===== config.mk =====
export PLATFORM = sky130hd
export DESIGN_NAME = posit_pack
export DESIGN_NICKNAME = d
export VERILOG_FILES = /design/src/rtl/posit_pack.sv
export SDC_FILE = /design/constraint.sdc
export NUM_CORES = 1
export LEC_CHECK = 0
export BUFFER_PORTS_ARGS = -buffer_cell sky130_fd_sc_hd__buf_2
export CORE_AREA = 2 2 91 93
export CTS_CLUSTER_DIAMETER = 60
export DETAILED_ROUTE_END_ITERATION = 16
export DIE_AREA = 0 0 93 95
export GPL_TIMING_DRIVEN = 0
export PLACE_DENSITY = 0.8
export SLEW_MARGIN = 15
export SYNTH_ARGS = -nofsm -noshare
export SYNTH_HDL_FRONTEND = slang
export SYNTH_SLANG_ARGS = --single-unit

===== constraint.sdc =====
create_clock -name clk -period 3.7 [get_ports clk]
set_input_delay 0.555 -clock clk [delete_from_list [all_inputs] [get_ports clk]]
set_output_delay 0.555 -clock clk [all_outputs]
set_load 0.005 [all_outputs]

===== src/rtl/posit_pack.sv =====
// Posit encoder: packs sign/regime/exponent/fraction fields into one
// rounded N-bit posit through a 3-stage valid/ready pipeline.
module posit_pack #(
  parameter  int N  = 16,
  parameter  int es = 2,
  localparam int Bs = $clog2(N)
) (
  input  logic          clk,
  input  logic          reset,
  input  logic          in_valid,
  output logic          in_ready,
  input  logic          in_sign,
  input  logic          in_rc,
  input  logic [Bs-1:0] in_regime,
  input  logic [es-1:0] in_exp,
  input  logic [N-es-1:0] in_mant,
  input  logic          in_zero,
  input  logic          in_inf,
  output logic          out_valid,
  input  logic          out_ready,
  output logic [N-1:0]  out_posit
);

  localparam int W = 2 * N;

  logic en;
  logic v1, v2;

  assign en       = ~out_valid | out_ready;
  assign in_ready = en;

  always_ff @(posedge clk) begin
    if (reset) begin
      v1        <= 1'b0;
      v2        <= 1'b0;
      out_valid <= 1'b0;
    end else if (en) begin
      v1        <= in_valid;
      v2        <= v1;
      out_valid <= v2;
    end
  end

  // Stage 1: register fields, regime length and saturation class
  logic [Bs:0] len_d;
  logic        sat_d;

  assign sat_d = in_regime >= Bs'(N - 2);
  assign len_d = in_rc ? {1'b0, in_regime} + (Bs+1)'(2)
                       : {1'b0, in_regime} + (Bs+1)'(1);

  logic            s1_sign, s1_rc, s1_zero, s1_inf;
  logic            s1_satmax, s1_satmin;
  logic [Bs:0]     s1_len;
  logic [es-1:0]   s1_exp;
  logic [N-es-1:0] s1_mant;

  always_ff @(posedge clk) begin
    if (en) begin
      s1_sign   <= in_sign;
      s1_rc     <= in_rc;
      s1_inf    <= in_inf;
      s1_zero   <= in_zero & ~in_inf;
      s1_satmax <= in_rc & sat_d;
      s1_satmin <= ~in_rc & sat_d;
      s1_len    <= len_d;
      s1_exp    <= in_exp;
      s1_mant   <= in_mant;
    end
  end

  // Stage 2: S = regime || exp || mant laid out MSB-first in a 2N word
  logic [W-1:0] reg_w;
  logic [W-1:0] fld_w;
  logic [W-1:0] s_w;

  always_comb begin
    if (s1_rc)
      reg_w = ~({W{1'b1}} >> (s1_len - 1'b1));
    else
      reg_w = {1'b1, {(W-1){1'b0}}} >> (s1_len - 1'b1);
    fld_w = {s1_exp, s1_mant, {N{1'b0}}} >> s1_len;
    s_w   = reg_w | fld_w;
  end

  logic           s2_sign, s2_zero, s2_inf;
  logic           s2_satmax, s2_satmin;
  logic [N-2:0]   s2_body;
  logic           s2_g, s2_st;

  always_ff @(posedge clk) begin
    if (en) begin
      s2_sign   <= s1_sign;
      s2_zero   <= s1_zero;
      s2_inf    <= s1_inf;
      s2_satmax <= s1_satmax;
      s2_satmin <= s1_satmin;
      s2_body   <= s_w[W-1 -: N-1];
      s2_g      <= s_w[W-N];
      s2_st     <= |s_w[W-N-1:0];
    end
  end

  // Stage 3: round to nearest even, saturate, apply sign and specials
  logic [N-2:0] body;
  logic [N-1:0] res;

  always_comb begin
    body = s2_body
         + {{(N-2){1'b0}}, s2_g & (s2_body[0] | s2_st)};
    if (s2_satmax)
      body = '1;
    else if (s2_satmin)
      body = {{(N-2){1'b0}}, 1'b1};
    res = {1'b0, body};
    if (s2_sign)
      res = -res;
    if (s2_inf)
      res = {1'b1, {(N-1){1'b0}}};
    else if (s2_zero)
      res = '0;
  end

  always_ff @(posedge clk) begin
    if (reset)
      out_posit <= '0;
    else if (en)
      out_posit <= res;
  end

endmodule


==> flow_metrics.py, run 1 <==
metrics = {
    "synth": {
        "yosysWarnings": 0,
        "yosys.area_share.simple_pct": 18.9,
        "synth_compound_area_share_pct": 20.9,
        "async_flop_share_pct": 0,
        "netlist_area_sq_um": 4610,
        "yosysSeqAreaShare_pct": 40.1,
        "synth-xor-area-share_pct": 5.50,
        "yosysUniqueCellTypes": 62,
        "syn_inst": 504,
        "synth_top_family_by_area": "compound AO/OA/AOI/OAI gates",
        "syn-num-nets": 545,
        "synthAdderAreaFrac_pct": 3.52,
        "postSynthAreaPerCell_sq_um": 9.16,
        "synth_seq_cells": 68,
        "yosys_most_used_dff": "edfxtp_1",
        "synthMuxAreaShare_pct": 7.10,
        "synth_edf_count": 49,
    },
    "run": {
        "cap_violations": 0,
    },
    "final_layout": {
        "fill_cells": 678,
        "drive_gt1_share_pct": 15.7,
        "diodes": 0,
        "area_growth_pct": 13.5,
        "postLayoutCoreUtil_pct": 66.1,
        "multi_input_area_sq_um": 2580,
        "final_area_sq_um": 5240,
        "fin_nets": 603,
        "regArea_sq_um": 1850,
        "instances_no_fill": 672,
    },
    "die": {
        "dieArea_sq_um": 8840,
        "initial_utilization_pct": 58.2,
        "core_sq_um": 7930,
        "rows": 33,
        "ioPinCount": 46,
        "die_x_microns": 93,
        "die_h_microns": 95,
    },
    "route": {
        "drt-met1-wl_microns": 4550,
        "drtIter0Drc": 217,
        "wl_per_cell_microns": 17.2,
        "firstDrtPassIters": 5,
        "drt-total-wl_microns": 11600,
        "routed.top_layer": "met4",
        "ant_nets": 0,
        "wl_met3_microns": 630,
        "via_count": 4159,
        "avgViaCountPerCell": 6.19,
        "wl_met2_microns": 5870,
        "drc": 0,
    },
    "grt": {
        "track_usage_pct": 27.0,
        "grt_max_degree": 32,
        "first_global_vias": 3898,
        "grt_remaining_overflow": 0,
        "grt_pass1_wl_microns": 18500,
        "grt_antenna_before_repair": 0,
    },
    "critical_path": {
        "end_kind": "flop",
        "required_ns": 3.78,
        "path_class": "flop to flop",
        "worstPathArrival_ns": 3.50,
        "start_kind": "flop",
        "crit_path_max_fanout": 19,
    },
    "sta": {
        "setup_viol": 0,
        "rsz0062_at_grt": "no",
        "slew_violations": 0,
        "post-route-min-period_ns": 3.42,
        "hold_viol_final": 0,
        "fin_crit_sh_pct": 92.5,
        "slew_headroom_pct": 46.1,
        "worstMarginPinSlew_ns": 0.799,
        "worst_clock_skew_ns": 0.0130,
        "setup_slack_ns": 0.278,
        "fmax_mhz": 292,
    },
    "cts": {
        "cts_tree": "done",
        "clock_sinks": 68,
        "cts_root_buffer": "clkbuf_8",
        "ctsHtreeMaxLevel": 3,
        "cts_buffers": 9,
        "clkTransAtPathRegs_ns": 0.08,
        "clockBufferDepth": 2,
        "clk_latency_ns": 0.35,
    },
    "placed_design": {
        "place_area_sq_um": 4990,
        "dpl.hpwl_microns": 8930,
        "port_buffers": 45,
        "place_congestion": 0.928,
        "place_worst_setup_slack_ns": -0.149,
        "placedCellCount": 655,
    },
    "min_path": {
        "hold_class": "input pin to flop",
    },
    "outcome": {
        "outcome": "complete, no violations",
    },
    "power": {
        "p_per_area_nw_per_um2": 486,
        "leakage_nw": 2.07,
        "irDropWorstVdd_uv": 370,
    },
}
## critical path, stage by stage (launching register included)
cell	delay, ns
edfxtp_1	0.49
clkbuf_4	0.31
inv_1	0.22
ha_1	0.26
inv_1	0.06
ha_1	0.26
clkbuf_1	0.22
nor2b_1	0.30
nand4_1	0.14
o221ai_1	0.32
o2111ai_1	0.17
a21oi_1	0.17
or3_1	0.13
a32oi_1	0.10
## through the flow
stage | power, mW | setup TNS [ns] | hold slack (ns)
after detailed placement | 1.85 | -0.149 | 0.405
after global routing | 2.68 | 0 | 0.366
after CTS | 2.53 | 0 | 0.366
final | 2.55 | 0 | 0.375
after global placement | 1.82 | -1.41 | 0.402
after floorplan | 1.63 | 0 | 0.400
## cells in the final DEF (no fill, tap or decap), drive strengths merged, types with 4 or more instances in the layout
cell type   n
or2         4
nand3      13
xnor2      18
a22o       10
mux2i      20
dfxtp      19
nand2b      4
inv        15
a211oi      8
nor3       16
o31ai       4
o21ai      37
edfxtp     49
a21oi      24
a22oi       7
nor3b       4
nor4       10
a311oi      4
a32oi       4
clkbuf     32
nand2      53
nor2b      11
and2        4
nand4       5
buf        54
mux2        7
nor2       45
xor2       11
clkinv      5
a21o        4
a221o       6
ha         13
## power by group
group	switching [mW]	internal, mW	leakage, nW
clock network	0.307	0.383	0.110
logic	0.498	0.346	1.28
registers	0.0855	0.927	0.679
total	0.890	1.66	2.07
## cell families (layout without fill, tap and decap cells)
family | after synthesis | in the layout
multiplexers | 29 | 29
XOR/XNOR | 29 | 29
AND/OR/NAND/NOR | 179 | 179
adder cells (fa/ha/maj) | 13 | 13
buffers and inverters | 47 | 110
AO/OA/AOI/OAI | 139 | 139
flip-flops | 68 | 68
## area by class of cell
class	instances	area share, %
multi-input combinational	389	49.3
inverter	17	1.31
timing repair buffer	49	5.11
clock inverter	7	1.89
tap	105	2.51
clock buffer	9	2.37
sequential	68	35.4
buffer	28	2.17
## metal layers
metal  global-route usage [%]  up-vias
met3                     4.23       38
met5                        0        -
li1                         -     2004
met1                     30.3     1938
met4                     15.8        0
met2                     48.4      179
## repair_timing
| action | 4_1_cts | 5_1_grt |
|---|---|---|
| setup buffers | 0 | 3 |
| hold endpoints to repair | 0 | 0 |
| hold buffers | 0 | 0 |
| endpoints found under the setup margin | 1 | 1 |
| resized for setup | 0 | 4 |
## flip-flops by register name, indices dropped and copies added (netlist names), 2 cells and up
signal,flops
s1_mant,14
s2_body,15
s1_len,5
s1_exp,2
out_posit,16
## cell usage after synthesis, drive strengths merged, types with 3 or more instances
master   count  area share, %
nand3       13            1.6
a311oi       4           0.76
a21o         4           0.68
xnor2       18            3.4
o211ai       3           0.49
a22oi        7            1.1
mux2i       20            4.3
nand2b       4           0.54
a211oi       8            1.3
dfxtp       19            8.2
o2111ai      3           0.57
buf          8           0.76
o31ai        4           0.65
inv         15            1.2
nor3        16            1.7
nand4        5           0.68
nor3b        4           0.65
mux2         7            1.8
nor2        45            3.7
or4          3           0.57
o21ai       37            4.0
a211o        3           0.57
a22o        10            1.9
or3          3           0.41
and2         4           0.54
a21oi       24            2.6
or2          4           0.60
a221o        6            1.3
ha          13            3.5
edfxtp      49             32
nand2       53            4.3
a32oi        4           0.76
clkbuf      22            1.8
xor2        11            2.1
o41ai        3           0.73
nor2b       11            1.5
nor4        10            1.4
## path summary, 6_finish.rpt
path,cells past startpoint,end,startpoint,slack [ns]
worst max-delay path,13,s2_st,s1_len[1],0.28
worst min-delay path,1,s1_exp[1],in_exp[1],0.37
worst max register to register,13,s2_st,s1_len[1],0.28
worst min register to register,0,s2_satmax,s1_satmax,0.42
No activity file was read; power rests on OpenSTA's default activity.
==> run 2: changes to the inputs <==
- ABC_AREA: not set -> 1
- CORE_AREA: 2 2 91 93 -> 2 2 90 92
- DIE_AREA: 0 0 93 95 -> 0 0 92 94
- PLACE_DENSITY: 0.8 -> 0.79
==> flow_metrics.py, run 2 <==
metrics = {
    "outcome": {
        "outcome": "complete, no violations",
    },
    "die": {
        "die_x_microns": 92,
        "die_h_microns": 94,
        "initial_utilization_pct": 59.0,
        "rows": 32,
        "core_sq_um": 7610,
        "dieArea_sq_um": 8650,
        "ioPinCount": 46,
    },
    "final_layout": {
        "largest_reg_flops": 16,
        "diodes": 0,
        "regMostFlops": "out_posit",
        "top_regs": "out_posit x16, s2_body x15, s1_mant x14",
        "drive_gt1_share_pct": 14.2,
        "instances_no_fill": 773,
        "postLayoutCoreUtil_pct": 66.5,
        "layout_commonest_cell": "nand2_1",
        "final_area_sq_um": 5060,
        "area_growth_pct": 12.6,
        "fin_nets": 707,
        "most-common-layout-cells": "nand2_1, nand3_1, inv_1, buf_2, edfxtp_1",
    },
    "sta": {
        "fmax_mhz": 310,
        "whs_ns": 0.377,
        "worstMarginPinSlew_ns": 0.583,
        "rsz0062_at_grt": "no",
        "post-route-min-period_ns": 3.22,
        "fin_crit_sh_pct": 87.2,
        "slew_headroom_pct": 60.8,
        "setup_viol": 0,
        "timing.setup.tns_ns": 0,
        "slew_violations": 0,
        "hold_viol_final": 0,
        "worst_clock_skew_ns": 0.0118,
    },
    "critical_path": {
        "reg2reg_depth": 13,
        "crit_path_max_fanout": 12,
        "worstPathArrival_ns": 3.29,
        "reg2reg_slack_ns": 0.48,
        "end_kind": "flop",
        "path_class": "flop to flop",
        "required_ns": 3.77,
        "start_kind": "flop",
    },
    "grt": {
        "grt_pass1_wl_microns": 18200,
        "track_usage_pct": 26.5,
        "grt_remaining_overflow": 0,
        "grt_max_degree": 43,
        "grt_antenna_before_repair": 0,
        "grtUsageMet1_pct": 34.2,
        "first_global_vias": 3973,
        "top_usage_layer": "met2",
        "met2_usage_pct": 44.7,
        "grt_use_met3_pct": 6.02,
    },
    "placed_design": {
        "dpl.hpwl_microns": 8380,
        "place_area_sq_um": 4860,
        "port_buffers": 44,
        "place_congestion": 0.893,
        "placedCellCount": 757,
    },
    "power": {
        "irDropWorstVdd_uv": 259,
        "p_per_area_nw_per_um2": 484,
        "leakage_nw": 2.31,
    },
    "cts": {
        "cts_buffers": 9,
        "cts_resized": 0,
        "post_cts_buffers": 0,
        "ctsHoldBuffers": 0,
        "clockBufferDepth": 2,
        "clkTransAtPathRegs_ns": 0.09,
        "ctsHtreeMaxLevel": 3,
        "cts_root_buffer": "clkbuf_8",
        "clock_sinks": 68,
        "cts_tree": "done",
        "clk_latency_ns": 0.35,
    },
    "route": {
        "avgViaCountPerCell": 5.56,
        "ant_nets": 0,
        "drc": 0,
        "drt-total-wl_microns": 10800,
        "drtIter0Drc": 369,
        "via_count": 4297,
        "firstDrtPassIters": 6,
        "wl_per_cell_microns": 14.0,
    },
    "min_path": {
        "hold_depth": 1,
        "hold_class": "input pin to flop",
    },
    "synth": {
        "netlist_area_sq_um": 4490,
        "synth.most_common_cell": "nand2_1",
        "synth_top_area_share_pct": 32.8,
        "synth_edf_count": 49,
        "synth_top_area_cell": "edfxtp_1",
        "yosys_most_used_dff": "edfxtp_1",
        "yosysWarnings": 0,
        "yosys-top-cells-count": "nand2_1, nand3_1, inv_1, edfxtp_1, nor2_1",
        "syn_inst": 610,
        "yosysSeqAreaShare_pct": 41.2,
        "synth_area_leaders": "edfxtp_1, nand2_1, dfxtp_1, nand3_1, inv_1",
        "syn-num-nets": 651,
        "yosysUniqueCellTypes": 36,
        "async_flop_share_pct": 0,
        "synth_seq_cells": 68,
        "postSynthAreaPerCell_sq_um": 7.36,
    },
    "run": {
        "cap_violations": 0,
    },
}
## run 2: cell types whose count changed after synthesis, sizes merged, moves of 12 or more
cell	change
inv	+43
nand2	+135
xnor2	-14
nand3	+64
nand4	+12
mux2i	-20
## run 2: final timing paths
path,to,startpoint
worst max-delay path,s2_st,s1_len[1]
worst min-delay path,s1_mant[0],in_mant[0]
worst max register to register,s2_st,s1_len[1]
worst min register to register,s2_inf,s1_inf
## run 2: critical path, stage by stage (launching register included)
cell and delay (ns):
edfxtp_1 0.54, inv_2 0.13, clkbuf_1 0.44, ha_1 0.28, inv_1 0.07, ha_1 0.27
clkbuf_1 0.33, inv_1 0.23, nand2_1 0.10, nand3_1 0.07, a21boi_0 0.17, o21ai_1 0.08
nand2_1 0.10, nand3_1 0.14
## run 2: kinds of logic after synthesis
| group | Yosys count | synth area share (%) |
|---|---|---|
| xor+xnor | 5 | 0.975 |
| buf+inv | 83 | 7.24 |
| compound gates | 96 | 13.0 |
| flops | 68 | 41.2 |
| fa+ha+maj | 13 | 3.62 |
| simple gates | 345 | 33.9 |
## run 2: per-layer routing
| layer | vias up | routed length (microns) |
|---|---|---|
| li1 | 2183 | - |
| met1 | 1960 | 4930 |
| met2 | 142 | 5070 |
| met3 | 12 | 699 |
| met4 | 0 | 138 |
| met5 | - | 0 |
## run 2: cell type report
type / instances / area (sq um)
timing repair buffer: 45 / 240
buffer: 25 / 108
sequential: 68 / 1850
clock buffer: 10 / 149
inverter: 58 / 218
clock inverter: 6 / 48.8
tap: 102 / 128
fill: 689 / 2550
multi-input combinational: 459 / 2310
## run 2: per-stage QoR
stage          setup slack, ns  power, mW
2_1_floorplan             1.19       1.61
3_3_place_gp             0.488       1.81
3_5_place_dp             0.494       1.83
4_1_cts                  0.474       2.44
5_1_grt                  0.259       2.61
6_report                 0.475       2.45
## run 2: report_power, final
part | total [mW] | switching, mW | internal [mW]
combinational | 0.826 | 0.550 | 0.277
clock | 0.615 | 0.321 | 0.294
sequential | 1.01 | 0.0770 | 0.929
==> run 3: changes to the inputs <==
- BUFFER_PORTS_ARGS: -buffer_cell sky130_fd_sc_hd__buf_2 -> -buffer_cell sky130_fd_sc_hd__buf_4
- clock period: 3.7 -> 3 ns (I/O delays scaled with it)
==> flow_metrics.py, run 3 (same netlist as run 2, synthesis figures left out) <==
metrics = {
    "route": {
        "wl_per_cell_microns": 14.3,
        "firstDrtPassIters": 5,
        "drtIter0Drc": 320,
        "via_count": 4423,
        "ant_nets": 0,
        "drc": 0,
        "avgViaCountPerCell": 5.74,
        "drt-total-wl_microns": 11000,
    },
    "grt": {
        "grt_remaining_overflow": 0,
        "track_usage_pct": 27.2,
        "grt_pass1_wl_microns": 18700,
        "grt_antenna_before_repair": 0,
        "first_global_vias": 4090,
        "grt_max_degree": 43,
    },
    "sta": {
        "timing.setup.tns_ns": 0,
        "worstMarginPinSlew_ns": 0.670,
        "post-route-min-period_ns": 2.81,
        "fin_crit_sh_pct": 93.6,
        "hold_viol_final": 0,
        "setup_viol": 0,
        "worst_clock_skew_ns": 0.0156,
        "slew_violations": 0,
        "slew_headroom_pct": 54.9,
        "fmax_mhz": 356,
        "setup_slack_ns": 0.193,
        "rsz0062_at_grt": "no",
    },
    "min_path": {
        "hold_class": "input pin to flop",
    },
    "final_layout": {
        "most-common-layout-cells": "nand2_1, nand3_1, inv_1, edfxtp_1, buf_4",
        "largest_reg_flops": 16,
        "regMostFlops": "out_posit",
        "top_regs": "out_posit x16, s2_body x15, s1_mant x14",
        "final_area_sq_um": 5170,
        "area_growth_pct": 15.1,
        "diodes": 0,
        "fin_nets": 705,
        "layout_commonest_cell": "nand2_1",
        "instances_no_fill": 771,
        "drive_gt1_share_pct": 14.5,
    },
    "critical_path": {
        "cpMaxStageDelayCell": "edfxtp_1",
        "path_cells": "inv_2 > clkbuf_4 > ha_1 > inv_1 > ha_1 > nor2_4 > nand2_1 > o41ai_1 > o21ai_1 > nand2_1 > nand3_1",
        "crit_buf_inv": 3,
        "required_ns": 3.07,
        "cpPeakStageDelay_ns": 0.49,
        "crit_path_max_fanout": 12,
        "path_class": "flop to flop",
        "worstPathArrival_ns": 2.88,
        "critical_path.top_delay_family": "adder cells",
        "start_kind": "flop",
        "end_kind": "flop",
    },
    "power": {
        "leakage_nw": 2.34,
        "p_per_area_nw_per_um2": 589,
        "irDropWorstVdd_uv": 322,
        "finalPower_mw": 3.05,
    },
    "placed_design": {
        "place_area_sq_um": 4970,
        "placedCellCount": 757,
        "dpl.hpwl_microns": 8420,
        "place_worst_setup_slack_ns": -0.171,
        "port_buffers": 44,
        "place_congestion": 0.897,
    },
    "cts": {
        "clockBufferDepth": 2,
        "cts_root_buffer": "clkbuf_8",
        "ctsHtreeMaxLevel": 3,
        "post_cts_buffers": 0,
        "clk_latency_ns": 0.35,
        "clkTransAtPathRegs_ns": 0.09,
        "cts_buffers": 9,
        "cts_tree": "done",
        "ctsHoldBuffers": 0,
        "clock_sinks": 68,
    },
    "die": {
        "dieArea_sq_um": 8650,
        "initial_utilization_pct": 59.0,
        "die_h_microns": 94,
        "ioPinCount": 46,
        "core_sq_um": 7610,
        "die_x_microns": 92,
        "rows": 32,
    },
    "outcome": {
        "outcome": "complete, no violations",
    },
    "run": {
        "cap_violations": 0,
    },
}
## run 3: cell types whose count changed in the layout (fill, tap and decap cells not counted), moves of 2 or more
cell      before  now
buf_2         52    7
clkinv_4       0    2
buf_4          1   45
clkbuf_1      15   12
## run 3: per-stage QoR
stage	hold WS, ns	utilization (%)
2_1_floorplan	0.400	-
3_3_place_gp	0.406	65.0
3_5_place_dp	0.405	65.3
4_1_cts	0.259	67.8
5_1_grt	0.263	68.0
6_report	0.266	68.0
## run 3: path summary, 6_finish.rpt
check	startpoint	slack [ns]	cells past startpoint	end
worst max-delay path	s1_len[0]	0.19	11	s2_st
worst min-delay path	in_mant[0]	0.27	1	s1_mant[0]
worst min register to register	s1_satmax	0.42	0	s2_satmax
worst max register to register	s1_len[0]	0.19	11	s2_st
## run 3: power by group
| group | internal [mW] | switching (mW) | total [mW] |
|---|---|---|---|
| Sequential | 1.15 | 0.0981 | 1.24 |
| Clock | 0.362 | 0.395 | 0.757 |
| Combinational | 0.364 | 0.681 | 1.05 |
| Total | 1.87 | 1.17 | 3.05 |
## run 3: cell type report
class	count	area, sq um
Multi-Input combinational cell	459	2320
Tap cell	102	128
Clock buffer	10	149
Inverter	58	218
Fill cell	670	2440
Buffer	23	104
Sequential cell	68	1850
Clock inverter	6	51.3
Timing Repair Buffer	45	350
## run 3: worst reg2reg max path: stages (launching register included)
cell and delay [ns]:
edfxtp_1 0.49, inv_2 0.16, clkbuf_4 0.25, ha_1 0.20, inv_1 0.07, ha_1 0.43, nor2_4 0.22, nand2_1 0.14
o41ai_1 0.25, o21ai_1 0.11, nand2_1 0.09, nand3_1 0.12
## run 3: metal layers
| metal | part of all wire (%) | vias to the layer above | wire (microns) | global-route usage [%] |
|---|---|---|---|---|
| met2 | 47 | 176 | 5220 | 45.8 |
| met4 | 1.3 | 0 | 146 | 8.96 |
| met5 | 0 | - | 0 | 0 |
| li1 | - | 2181 | - | - |
| met1 | 44 | 2051 | 4900 | 35.7 |
| met3 | 6.8 | 15 | 747 | 4.90 |
## run 3: what timing repair did
item,4_1_cts,5_1_grt
gates resized for setup,0,5
pin swaps,0,0
endpoints found under the setup margin,2,5
